**src/rtl/fifo_rr_arbiter.sv**
```systemverilog
// Round-robin pop arbiter: drains four input FIFOs one word per cycle and routes
// each word by its two destination MSBs to one of four output FIFO write ports.
module fifo_rr_arbiter #(
  parameter int unsigned WORD_SIZE = 6
) (
  input  logic                 clk,
  input  logic                 reset,
  input  logic [3:0]           in_empty,
  input  logic [WORD_SIZE-1:0] in_data0,
  input  logic [WORD_SIZE-1:0] in_data1,
  input  logic [WORD_SIZE-1:0] in_data2,
  input  logic [WORD_SIZE-1:0] in_data3,
  input  logic [3:0]           out_almost_full,
  output logic [3:0]           in_rd,
  output logic [3:0]           out_wr,
  output logic [WORD_SIZE-1:0] out_data,
  output logic                 idle,
  output logic                 paused
);

  localparam int unsigned NCH   = 4;
  localparam int unsigned IDX_W = 2;

  typedef enum logic [1:0] {
    ST_IDLE   = 2'd0,
    ST_ACTIVE = 2'd1,
    ST_PAUSE  = 2'd2
  } state_t;

  state_t               state_q, state_d;
  logic [IDX_W-1:0]     ptr_q, rd_sel_q, grant_idx_c, cand_c;
  logic                 grant_vld_c, pop_c, any_ready_c, blocked_c, pipe_busy_c;
  logic                 rd_pend_q, s1_valid_q;
  logic [WORD_SIZE-1:0] rd_data_c, s1_data_q;

  assign any_ready_c = ~(&in_empty);
  assign blocked_c   = |out_almost_full;
  assign pipe_busy_c = rd_pend_q | s1_valid_q;

  // Circular scan starting at the channel after the last grant.
  always_comb begin
    grant_vld_c = 1'b0;
    grant_idx_c = ptr_q;
    cand_c      = ptr_q;
    for (int unsigned i = 1; i <= NCH; i++) begin
      cand_c = ptr_q + IDX_W'(i);
      if (!grant_vld_c && !in_empty[cand_c]) begin
        grant_vld_c = 1'b1;
        grant_idx_c = cand_c;
      end
    end
  end

  // Almost-full gates the pop in the same cycle; destination is unknown before the read.
  assign pop_c = (state_q == ST_ACTIVE) && !blocked_c && grant_vld_c;
  assign in_rd = pop_c ? (NCH'(1) << grant_idx_c) : '0;

  always_comb begin
    state_d = state_q;
    case (state_q)
      ST_IDLE: begin
        if (any_ready_c) state_d = blocked_c ? ST_PAUSE : ST_ACTIVE;
      end
      ST_ACTIVE: begin
        if (blocked_c)                         state_d = ST_PAUSE;
        else if (!any_ready_c && !pipe_busy_c) state_d = ST_IDLE;
      end
      ST_PAUSE: begin
        if (!blocked_c) begin
          if (any_ready_c)       state_d = ST_ACTIVE;
          else if (!pipe_busy_c) state_d = ST_IDLE;
        end
      end
      default: state_d = ST_IDLE;
    endcase
  end

  // Read data arrives the cycle after the pop, from the channel that was granted.
  always_comb begin
    rd_data_c = in_data0;
    case (rd_sel_q)
      2'd1:    rd_data_c = in_data1;
      2'd2:    rd_data_c = in_data2;
      2'd3:    rd_data_c = in_data3;
      default: rd_data_c = in_data0;
    endcase
  end

  always_ff @(posedge clk or posedge reset) begin
    if (reset) begin
      state_q    <= ST_IDLE;
      ptr_q      <= IDX_W'(NCH - 1);
      rd_sel_q   <= '0;
      rd_pend_q  <= 1'b0;
      s1_valid_q <= 1'b0;
      s1_data_q  <= '0;
      out_wr     <= '0;
      out_data   <= '0;
      idle       <= 1'b1;
      paused     <= 1'b0;
    end else begin
      state_q   <= state_d;
      rd_pend_q <= pop_c;
      if (pop_c) begin
        ptr_q    <= grant_idx_c;
        rd_sel_q <= grant_idx_c;
      end
      s1_valid_q <= rd_pend_q;
      if (rd_pend_q) s1_data_q <= rd_data_c;
      out_wr <= s1_valid_q ? (NCH'(1) << s1_data_q[WORD_SIZE-1 -: IDX_W]) : '0;
      if (s1_valid_q) out_data <= s1_data_q;
      idle   <= (state_d == ST_IDLE);
      paused <= (state_d == ST_PAUSE);
    end
  end

endmodule
```
**config.mk**
```make
export PLATFORM = sky130hd
export DESIGN_NAME = fifo_rr_arbiter
export DESIGN_NICKNAME = d
export VERILOG_FILES = /design/src/rtl/fifo_rr_arbiter.sv
export SDC_FILE = /design/constraint.sdc
export NUM_CORES = 1
export LEC_CHECK = 0
export ABC_CLOCK_PERIOD_IN_PS = 2200
export CORE_AREA = 2 2 78 80
export CTS_BUF_LIST = sky130_fd_sc_hd__clkbuf_8
export CTS_CLUSTER_DIAMETER = 100
export DETAILED_ROUTE_END_ITERATION = 12
export DIE_AREA = 0 0 80 82
export GPL_ROUTABILITY_DRIVEN = 0
export GPL_TIMING_DRIVEN = 0
export SETUP_SLACK_MARGIN = 0.2
export SLEW_MARGIN = 20
export SYNTH_ARGS = -nofsm -noshare
export SYNTH_HDL_FRONTEND = slang
export SYNTH_SLANG_ARGS = --single-unit
```
**constraint.sdc**
```tcl
create_clock -name clk -period 2.2 [get_ports clk]
set_clock_uncertainty 0.1 [all_clocks]
set_input_delay 0.33 -clock clk [delete_from_list [all_inputs] [get_ports clk]]
set_output_delay 0.33 -clock clk [all_outputs]
set_load 0.03 [all_outputs]
```
* After elaboration in Yosys (flattened, before gate mapping)
Index checks and enable logic that the tools add are counted.
** Operators by class
- Add/subtract/negate cells :: 3
- Order comparisons :: 4
- Equal/unequal tests :: 6
- Shifts and indexed selects :: 2
- Mux-type cells :: 27
- Bitwise operators :: 1
- Reductions and logical operators :: 17
** Operators with widths (count)
- $mux 2 :: 11
- $pmux 6 s3 :: 1
- $lt 2x3->1 const B :: 4
- $bmux 1 s2 :: 4
- $eq 2x2->1 const B :: 4
- $mux 1 :: 8
- $mux 4 :: 2
- $shl 1x2->4 const A :: 2
- $logic_not 1->1 :: 7
- $logic_and 1x1->1 :: 6
- $pmux 2 s3 :: 1
- $add 2x2->2 const B :: 2
- $eq 2x1->1 const B :: 2
- $logic_not 2->1 :: 2
- $reduce_and 4->1 :: 1
- $reduce_or 4->1 :: 1
- $add 2x1->2 const B :: 1
- $or 1x1->1 :: 1
** Storage, ports and cells
- Flip-flop bits (word level) :: 26
- Input bits :: 34
- Output and inout port bits :: 16
- Word-level logic and storage cells :: 70

* Depth between registers and ports, before layout
Gate-level depths: netlist of the first run.
- Depth in word-level cells :: 14
- Gate-level depth with buffers :: 5
- Mapped depth without buffers :: 4

* Least setup slack after synthesis of the first run
Ideal clock, no wire load.
- Kind :: flip-flop to output port
- Start :: register ptr_q[1]
- End :: output in_rd[1]
- Data arrival time :: 1677 ps
- Required time :: 1770 ps
- Path slack :: 93 ps
- Stages on the path, launching flop included :: 5
- Path buffers :: 0
- Cells stage by stage :: dfstp_2 > nor2b_1 > a2111oi_2 > o21bai_1 > nor2b_1
** Between the ends
- Longest elaborated chain between the ends :: 14
- Elaborated cells between the ends (all ways) :: 30
** RTL lines
- start: declaration :: RTL line 31 : logic [IDX_W-1:0] ptr_q, rd_sel_q, grant_idx_c, cand_c;
- start signal: assignment :: RTL line 92 : ptr_q <= IDX_W'(NCH - 1);
- start signal: assignment :: RTL line 105 : ptr_q <= grant_idx_c;
- $add 2x2->2 :: RTL line 46 : cand_c = ptr_q + IDX_W'(i);
- $bmux 1 s2 :: RTL line 47 : if (!grant_vld_c && !in_empty[cand_c]) begin
- $mux 1 (not written as such) :: RTL line 47
- $logic_not 1->1 :: RTL line 47
- $logic_and 1x1->1 :: RTL line 47
- $mux 1 :: RTL line 47
- $logic_not 1->1 :: RTL line 47
- $logic_and 1x1->1 :: RTL line 47
- $mux 1 :: RTL line 47
- $logic_not 1->1 :: RTL line 47
- $logic_and 1x1->1 :: RTL line 47
- $mux 2 or $mux 1 (tied branches) :: RTL line 47
- $shl 1x2->4 or $logic_and 1x1->1 (tied branches) :: RTL line 56, 55
- $mux 4 * :: RTL line 56 : assign in_rd = pop_c ? (NCH'(1) << grant_idx_c) : '0;
- end: declaration :: RTL line 14 : output logic [3:0] in_rd,
Every way passes the cells marked *; elsewhere a longest branch is shown, timed or not. The select of a mux whose other input is x is not followed.

* Worst setup path after layout of the first run
- Start :: register ptr_q[1]
- End :: output in_rd[2]
The elaborated chain is that of the path after synthesis.

==> results of run 1 <==
-- report_power, final --
| group | leakage, uW | internal (uW) | switching, uW |
|---|---|---|---|
| Clock | 0.0000288 | 160 | 141 |
| Sequential | 0.000344 | 509 | 23.8 |
| Combinational | 0.000558 | 133 | 89.0 |
| Total | 0.000931 | 802 | 254 |
-- metrics by stage --
stage	setup slack, ps	total power [uW]
2_1_floorplan	200	650
3_3_place_gp	-777	748
3_5_place_dp	-785	751
4_1_cts	-67.3	1070
5_1_grt	-111	1120
6_report	-21.3	1060
-- cell usage after synthesis (2+ instances only) --
library cell / count / area share, %
a21oi_1: 3 / 1.2
o31ai_1: 2 / 1.2
nand2b_1: 2 / 0.99
mux2_2: 13 / 12
dfrtp_1: 23 / 46
o21ai_0: 4 / 1.6
nor2_1: 6 / 1.8
inv_1: 3 / 0.89
nor3b_1: 2 / 1.2
mux4_2: 6 / 11
nor2b_1: 4 / 2.0
clkbuf_1: 3 / 0.89
nand2_1: 4 / 1.2
a21o_1: 2 / 1.2
dfstp_2: 3 / 6.2
-- state kept, by name, summed over array words and instances (netlist names) --
register / flops
out_data: 6
s1_data_q: 6
out_wr: 4
ptr_q: 2
rd_sel_q: 2
state_q: 2
idle: 1
paused: 1
rd_pend_q: 1
s1_valid_q: 1
-- repair_timing --
action,CTS,global route
resized for setup,31,14
hold buffers,0,0
setup endpoints to repair,4,4
pin swaps,5,5
buffers inserted,6,2
-- final cells by class --
class                   instances  area, um2
flip-flops and latches         26        654
plain buffers                   4       16.3
clock buffers                   4       55.1
well taps                      75       93.8
fillers                       597       3700
inverters                       4       15.0
multi-input cells              61        633
repair buffers                 57        573
-- logic make-up after synthesis --
family	synth area share, %
AOI/OAI and AO/OA	7.72
buffers and inverters	2.47
DFF	51.8
muxes	22.3
and+or+nand+nor	15.7
-- worst max-delay path by stage --
stage | start | end | slack [ps] | cells past startpoint
3_5_place_dp | out_almost_full[1] | in_rd[3] | -780 | 6
4_1_cts | out_almost_full[2] | in_rd[1] | -70 | 6
3_3_place_gp | out_almost_full[1] | in_rd[3] | -780 | 6
5_1_grt | ptr_q[1] | in_rd[2] | -110 | 5
6_report | ptr_q[1] | in_rd[2] | -20 | 5
2_1_floorplan | ptr_q[1] | in_rd[1] | 200 | 4
-- metal layers --
layer / vias to the layer above / GRT usage [%] / share of wire, %
met3: 2 / 3.08 / 5.5
met5: - / 0 / 0
met1: 465 / 10.3 / 44
met4: 0 / 2.03 / 0.64
li1: 469 / - / -
met2: 29 / 14.8 / 50
==> impl_results.md, run 1 <==
- WP data required: 1770 ps
- Final number of max-transition violations: 0
- Buffers and inverters on the worst path: 1
- Chip Height: 82 um
- Most frequent cells in the layout: clkdlybuf4s50_1 (38), dfrtp_1 (23), mux2_2 (13)
- Max Clk Rate: 450 MHz
- Net Count, Synth: 129
- Startpoint Class: register
- PD cells: 517 nW/um2
- Clock Tree Root: clkbuf_8
- Fin worst setup slack: -21.3 ps
- Cell Rows: 28
- Final hold vios: 0
- Max cap viols: 0
- Avg Cell Area, Syn: 13.3 um2
- Reg-to-Reg Start: ptr_q[1]
- Final ANT Viol Nets: 0
- Share of layout cells above drive strength 1: 34.6%
- GRT Total Usage: 8.60%
- Fin crit period: 2220 ps
- Status: finished, violations left
- RSZ-0062 raised after global routing: true
- First-pass GRT wire length: 4.29 mm
- Prevailing post-synth register cell: dfrtp_1
- Cell count after synthesis: 95
- Cell area after synthesis: 1260 um2
- DR WL/cell: 11.5 um
- Clk Latency, worst-skew pair: 260 ps
- Worst R2R End: rd_sel_q[0]
- Initial antenna violation count: 0
- Final setup violation count: 1
- Vias post-DR: 965
- Post-synth EDFFs: 0
- Finished Layout Cells: 231
- Synth Warn #: 0
- Type of the worst setup path: reg2out
- Failing checks: negative setup slack
- Post-synth ARST share: 100%
- Worst Hold Class: reg2reg
- CTS buffer count: 3
- R2R setup slack: 400 ps
- I/O Pins: 50
- WHS Path Cells: 0
- DRT iter0 DRCs: 26
- Clock Sinks: 26
- Slew margin rel.: 39.5%
- Hold endpoint: s1_valid_q
- Crit-path cells: nand2b_4, a21oi_2, a311o_1, and2b_1, buf_6
- Arr. time, crit path: 1790 ps
- Detail Placement HPWL: 1.99 mm
- Synth-to-Final Area Change: 61.5%
- CTS Buffer Depth: 2
- Worst Tran Pin Value: 901 ps
- Kind of cell adding the most delay to the critical path: flip-flops
- Sequential fraction of the synthesis area: 51.8%
- Core Area: 5750 um2
- Placed Instance Area: 1850 um2
- Worst setup EP type: output port
- CP Max Fanout: 6
- Pre-antenna DRT Iters: 4
- Placed cell count: 219
- Die Wd: 80 um
- Leakage: 0.000931 uW
- Worst vdd ir: 0.000271 V
- Slowest stage delay, CP: 600 ps
- Seq cells post-synth: 26
- Fin nets: 191
- Finished Cell Area: 2040 um2
- CTS tree: done
- Min-delay src: rd_pend_q
- Count of unique library cells instantiated by Yosys: 30
- Via count of the first global-routing pass: 912
- Worst path slowest cell: dfstp_2
- TNS Setup: -21.3 ps
- # port buffers: 49
- Core Util, Final: 35.5%
- H-Tree Depth: 1
- Commonest non-fill, non-tap cell in the layout: clkdlybuf4s50_1
- Worst r2r path cells: 5
- Die footprint: 6560 um2
- Hold slack: 276 ps
- Largest net degree at the start of global routing: 27
- DRC Markers: 0
- N_diodes: 0
- Post-route clock period utilization: 101%
- Initial Util: 22.0%
- GRT overflow: 0
- Via density: 4.18
- Clock transition at path regs: 90 ps
- DRT Wirelength: 2.66 mm
(Power assumes the default switching activity.)
==> run 2: changes to the inputs <==
- CORE_AREA: 2 2 78 80 -> 2 2 57 59
- DIE_AREA: 0 0 80 82 -> 0 0 59 61
- PLACE_DENSITY: unset -> 0.79
==> run 2 against run 1 <==
  * The run still ends with negative setup slack left
  * Die area is 45% lower
  * Hold slack better by 2.4 ps
  * Maximum frequency is 0.35% lower
==> impl_results.md, run 2 (synthesis gave the netlist of run 1 again) <==
- Die footprint: 3600 um2
- Commonest non-fill, non-tap cell in the layout: clkdlybuf4s50_1
- Failing checks: negative setup slack
- Initial antenna violation count: 0
- Worst vdd ir: 0.000459 V
- Max cap viols: 0
- Hold endpoint: s1_valid_q
- First-pass GRT wire length: 4.49 mm
- Clock transition at path regs: 90 ps
- N_diodes: 0
- Critical Path Source: ptr_q[1]
- WHS Path Cells: 0
- Largest regs: out_data (6), s1_data_q (6), out_wr (4)
- Via count of the first global-routing pass: 1011
- Clock Sinks: 26
- Post-route clock period utilization: 101%
- Die Wd: 59 um
- Chip Height: 61 um
- DRT Wirelength: 2.80 mm
- Min-delay src: rd_pend_q
- Status: finished, violations left
- CTS buffer count: 3
- Cell Rows: 20
- PD cells: 584 nW/um2
- Fin nets: 190
- Finished Layout Cells: 188
- DR WL/cell: 14.9 um
- CP Max Fanout: 6
- Most frequent cells in the layout: clkdlybuf4s50_1 (42), dfrtp_1 (23), mux2_2 (13)
- Reg-to-Reg Start: ptr_q[1]
- Synth-to-Final Area Change: 55.4%
- RSZ-0062 raised after global routing: true
- Clk Latency, worst-skew pair: 270 ps
- Arr. time, crit path: 1800 ps
- DRT iter0 DRCs: 12
- GRT overflow: 0
- Largest net degree at the start of global routing: 27
- Startpoint Class: register
- Final setup violation count: 2
- Clock Tree Root: clkbuf_8
- Fin worst setup slack: -29.1 ps
- Detail Placement HPWL: 2.19 mm
- Fillers: 238
- Placed cell count: 177
- Worst R2R End: rd_sel_q[0]
- CTS tree: done
- Vias post-DR: 970
- WP data required: 1770 ps
- Pre-antenna DRT Iters: 3
- CTS Buffer Depth: 2
- Leakage: 0.000917 uW
- Slew margin rel.: 37.1%
- Fin crit period: 2230 ps
- Core Util, Final: 66.5%
- GRT Total Usage: 17.2%
- R2R setup slack: 410 ps
- Worst r2r path cells: 5
- Final number of max-transition violations: 0
- Worst Tran Pin Value: 942 ps
- Final ANT Viol Nets: 0
- Initial Util: 42.8%
- Final hold vios: 0
- Core Area: 2950 um2
- Pre-CTS setup slack: -781 ps
- Worst Hold Class: reg2reg
- DRC Markers: 0
- Via density: 5.16
- Max Clk Rate: 449 MHz
- H-Tree Depth: 1
- # port buffers: 49
- I/O Pins: 50
- Type of the worst setup path: reg2out
- Worst setup EP type: output port
- Share of layout cells above drive strength 1: 31.6%
==> run 2: worst max path at each step <==
stage	end	slack (ps)	cells past startpoint
after detailed placement	in_rd[2]	-780	6
after floorplan	in_rd[1]	200	4
after global routing	in_rd[2]	-130	5
after CTS	in_rd[1]	-40	6
after global placement	in_rd[3]	-740	6
final	in_rd[2]	-30	5
==> run 2: area by class of cell <==
class                      count  area [um2]  share of cell area, %
clock buffer                   3        41.3                   2.10
tap                           33        41.3                   2.10
sequential                    26         654                   33.3
multi-input combinational     61         614                   31.3
buffer                         4        16.3                  0.828
inverter                       4        15.0                  0.764
timing repair buffer          56         552                   28.1
clock inverter                 1        30.0                   1.53
==> run 2: critical path, cell delays in order (launching register included) <==
cell,delay [ps]
dfstp_2,610
nand2b_1,120
a21oi_1,60
a311o_1,380
and2b_1,230
buf_6,130
==> run 2: per-stage QoR <==
stage	area, um2	power (uW)	setup TNS (ps)	hold WS [ps]
floorplan	1270	650	0	252
global placement	1800	742	-2840	255
detailed placement	1800	756	-3020	259
CTS	1950	1160	-90.4	277
global route	1960	1200	-310	287
finish	1960	1150	-32.4	278
==> run 2: per-layer routing <==
metal	vias up	GRT usage [%]	share of wire, %
met5	-	0	0
met4	0	6.82	1.5
met3	4	3.41	3.1
met2	23	32.7	58
met1	475	18.8	37
li1	468	-	-
==> run 2: power by group <==
group	internal [uW]	switching [uW]	total, uW
Sequential	509	26.2	535
Clock	243	146	389
Combinational	133	90.8	223
Total	885	263	1150
==> run 2: timing repair <==
| action | CTS | global route |
|---|---|---|
| hold endpoints to repair | 0 | 0 |
| pin swaps | 5 | 3 |
| resized for setup | 34 | 3 |
| hold buffers | 0 | 0 |
| buffers inserted | 6 | 1 |
| setup endpoints to repair | 4 | 4 |
| gates cloned | 0 | 0 |
==> run 3: changes to the inputs <==
- PLACE_DENSITY: 0.79 -> 0.8
==> run 3 against run 2 <==
  * The flow still finishes with violations (negative setup slack)
  * Via count increased by 1.9%
  * Setup slack lost 0.80 ps
  * Register-to-register slack is essentially flat
  * Non-clock buffer count stayed put
  * Critical path depth stayed put
  * Die area is the same
  * First-iteration DRC count rose by 58%
  * Critical endpoint unchanged
  * Highest routed layer unchanged
==> impl_results.md, run 3 (synthesis gave the netlist of run 1 again) <==
- Die Wd: 59 um
- Synth-to-Final Area Change: 53.3%
- Post-route clock period utilization: 101%
- Comb power frac: 21.5%
- Switching power total: 257 uW
- Pre-CTS setup slack: -757 ps
- Clock Sinks: 26
- Critical Path Source: ptr_q[0]
- Type of the worst setup path: reg2out
- Chip Height: 61 um
- Vias post-DR: 988
- GRT Total Usage: 16.7%
- Startpoint Class: register
- Fin crit period: 2230 ps
- N_diodes: 0
- Fillers: 222
- Worst setup EP type: output port
- Clk network pwr share: 26.3%
- DRT Wirelength: 2.68 mm
- H-Tree Depth: 1
- Die footprint: 3600 um2
- Via count of the first global-routing pass: 981
- CP Max Fanout: 5
- DR WL/cell: 14.2 um
- Final hold vios: 0
- GRT overflow: 0
- Clk Latency, worst-skew pair: 270 ps
- Placed Instance Area: 1800 um2
- Core Area: 2950 um2
- Final number of max-transition violations: 0
- Largest regs: out_data (6), s1_data_q (6), out_wr (4)
- Max Clk Rate: 448 MHz
- Power, Total: 1020 uW
- Capture point of the worst path: in_rd[2]
- Commonest non-fill, non-tap cell in the layout: clkdlybuf4s50_1
- Worst r2r path cells: 5
- Sw Share: 25.1%
- P_int: 767 uW
- Status: finished, violations left
- Most frequent cells in the layout: clkdlybuf4s50_1 (42), dfrtp_1 (23), mux2_2 (13)
- CTS buffer count: 3
- Clock transition at path regs: 80 ps
- Fin worst setup slack: -29.9 ps
- Worst Tran Pin Value: 934 ps
- TNS Setup: -31.3 ps
- DRC Markers: 0
- Detail Placement HPWL: 2.04 mm
- R2R setup slack: 410 ps
- Final setup violation count: 2
- Flop pwr share: 52.1%
- Largest net degree at the start of global routing: 27
- PD cells: 529 nW/um2
- # port buffers: 49
- RSZ-0062 raised after global routing: true
- Worst vdd ir: 0.000307 V
- CTS Buffer Depth: 2
- Worst Hold Class: reg2reg
- Initial antenna violation count: 0
- Pre-antenna DRT Iters: 4
- I/O Pins: 50
- First-pass GRT wire length: 4.40 mm
- Fin nets: 190
- CTS tree: done
- Leakage: 0.000890 uW
- Initial Util: 42.8%
- Final ANT Viol Nets: 0
- Cell Rows: 20
- Failing checks: negative setup slack
- Finished Cell Area: 1940 um2
- Slew margin rel.: 37.7%
- Arr. time, crit path: 1800 ps
- WP data required: 1770 ps
- DRT iter0 DRCs: 19
- Share of layout cells above drive strength 1: 31.6%
- Reg-to-Reg Start: ptr_q[0]
- Via density: 5.26
- Max cap viols: 0
- Worst R2R End: rd_sel_q[0]
- CTS hold repair buffers: 0
- Clock Tree Root: clkbuf_8
[run 3: power groups by stage]
| stage | sequential [uW] | combinational, uW | clock, uW |
|---|---|---|---|
| 5_1_grt | 537 | 237 | 297 |
| 2_1_floorplan | 557 | 92.1 | 0 |
| 6_report | 534 | 221 | 270 |
| 4_1_cts | 533 | 222 | 280 |
| 3_5_place_dp | 542 | 211 | 0 |
| 3_3_place_gp | 539 | 203 | 0 |
[run 3: metal layers]
metal	global-route usage (%)	up-vias	routed length, um	share of wire (%)
met5	0	-	0	0
met1	19.4	493	1040	39
met3	2.77	5	105	3.9
li1	-	464	-	-
met2	29.2	26	1490	56
met4	9.74	0	45	1.7
[run 3: per-stage QoR]
stage / utilization [%] / cells / hold slack (ps)
floorplan: - / 95 / 252
global placement: 61.0 / 177 / 256
detailed placement: 61.0 / 177 / 266
CTS: 64.5 / 186 / 284
global route: 65.6 / 188 / 301
finish: 65.6 / 188 / 283
[run 3: cell type report]
cell class | count | area, um2 | area share, %
clock inverters | 1 | 3.75 | 0.194
clock buffers | 3 | 41.3 | 2.13
plain buffers | 4 | 16.3 | 0.840
inverters | 4 | 15.0 | 0.775
well taps | 33 | 41.3 | 2.13
repair buffers | 56 | 548 | 28.3
multi-input cells | 61 | 617 | 31.8
flip-flops and latches | 26 | 654 | 33.8
[run 3: worst min-delay path by stage]
stage / startpoint / endpoint / cells past startpoint
floorplan: rd_pend_q / s1_valid_q / 0
global placement: rd_pend_q / s1_valid_q / 0
detailed placement: rd_pend_q / s1_valid_q / 0
CTS: rd_pend_q / s1_valid_q / 0
global route: rd_pend_q / s1_valid_q / 0
finish: rd_pend_q / s1_valid_q / 0
[run 3: repair_timing]
action,4_1_cts,5_1_grt
pin swaps,4,2
endpoints found under the hold margin,0,0
gates resized for setup,30,6
endpoints found under the setup margin,4,4
setup buffers,5,2
[run 3: critical path, stage by stage (launching register included)]
cell,delay (ps)
dfstp_2,580
nor2b_4,180
nor3_1,60
a311o_1,340
and2b_1,230
buf_6,130
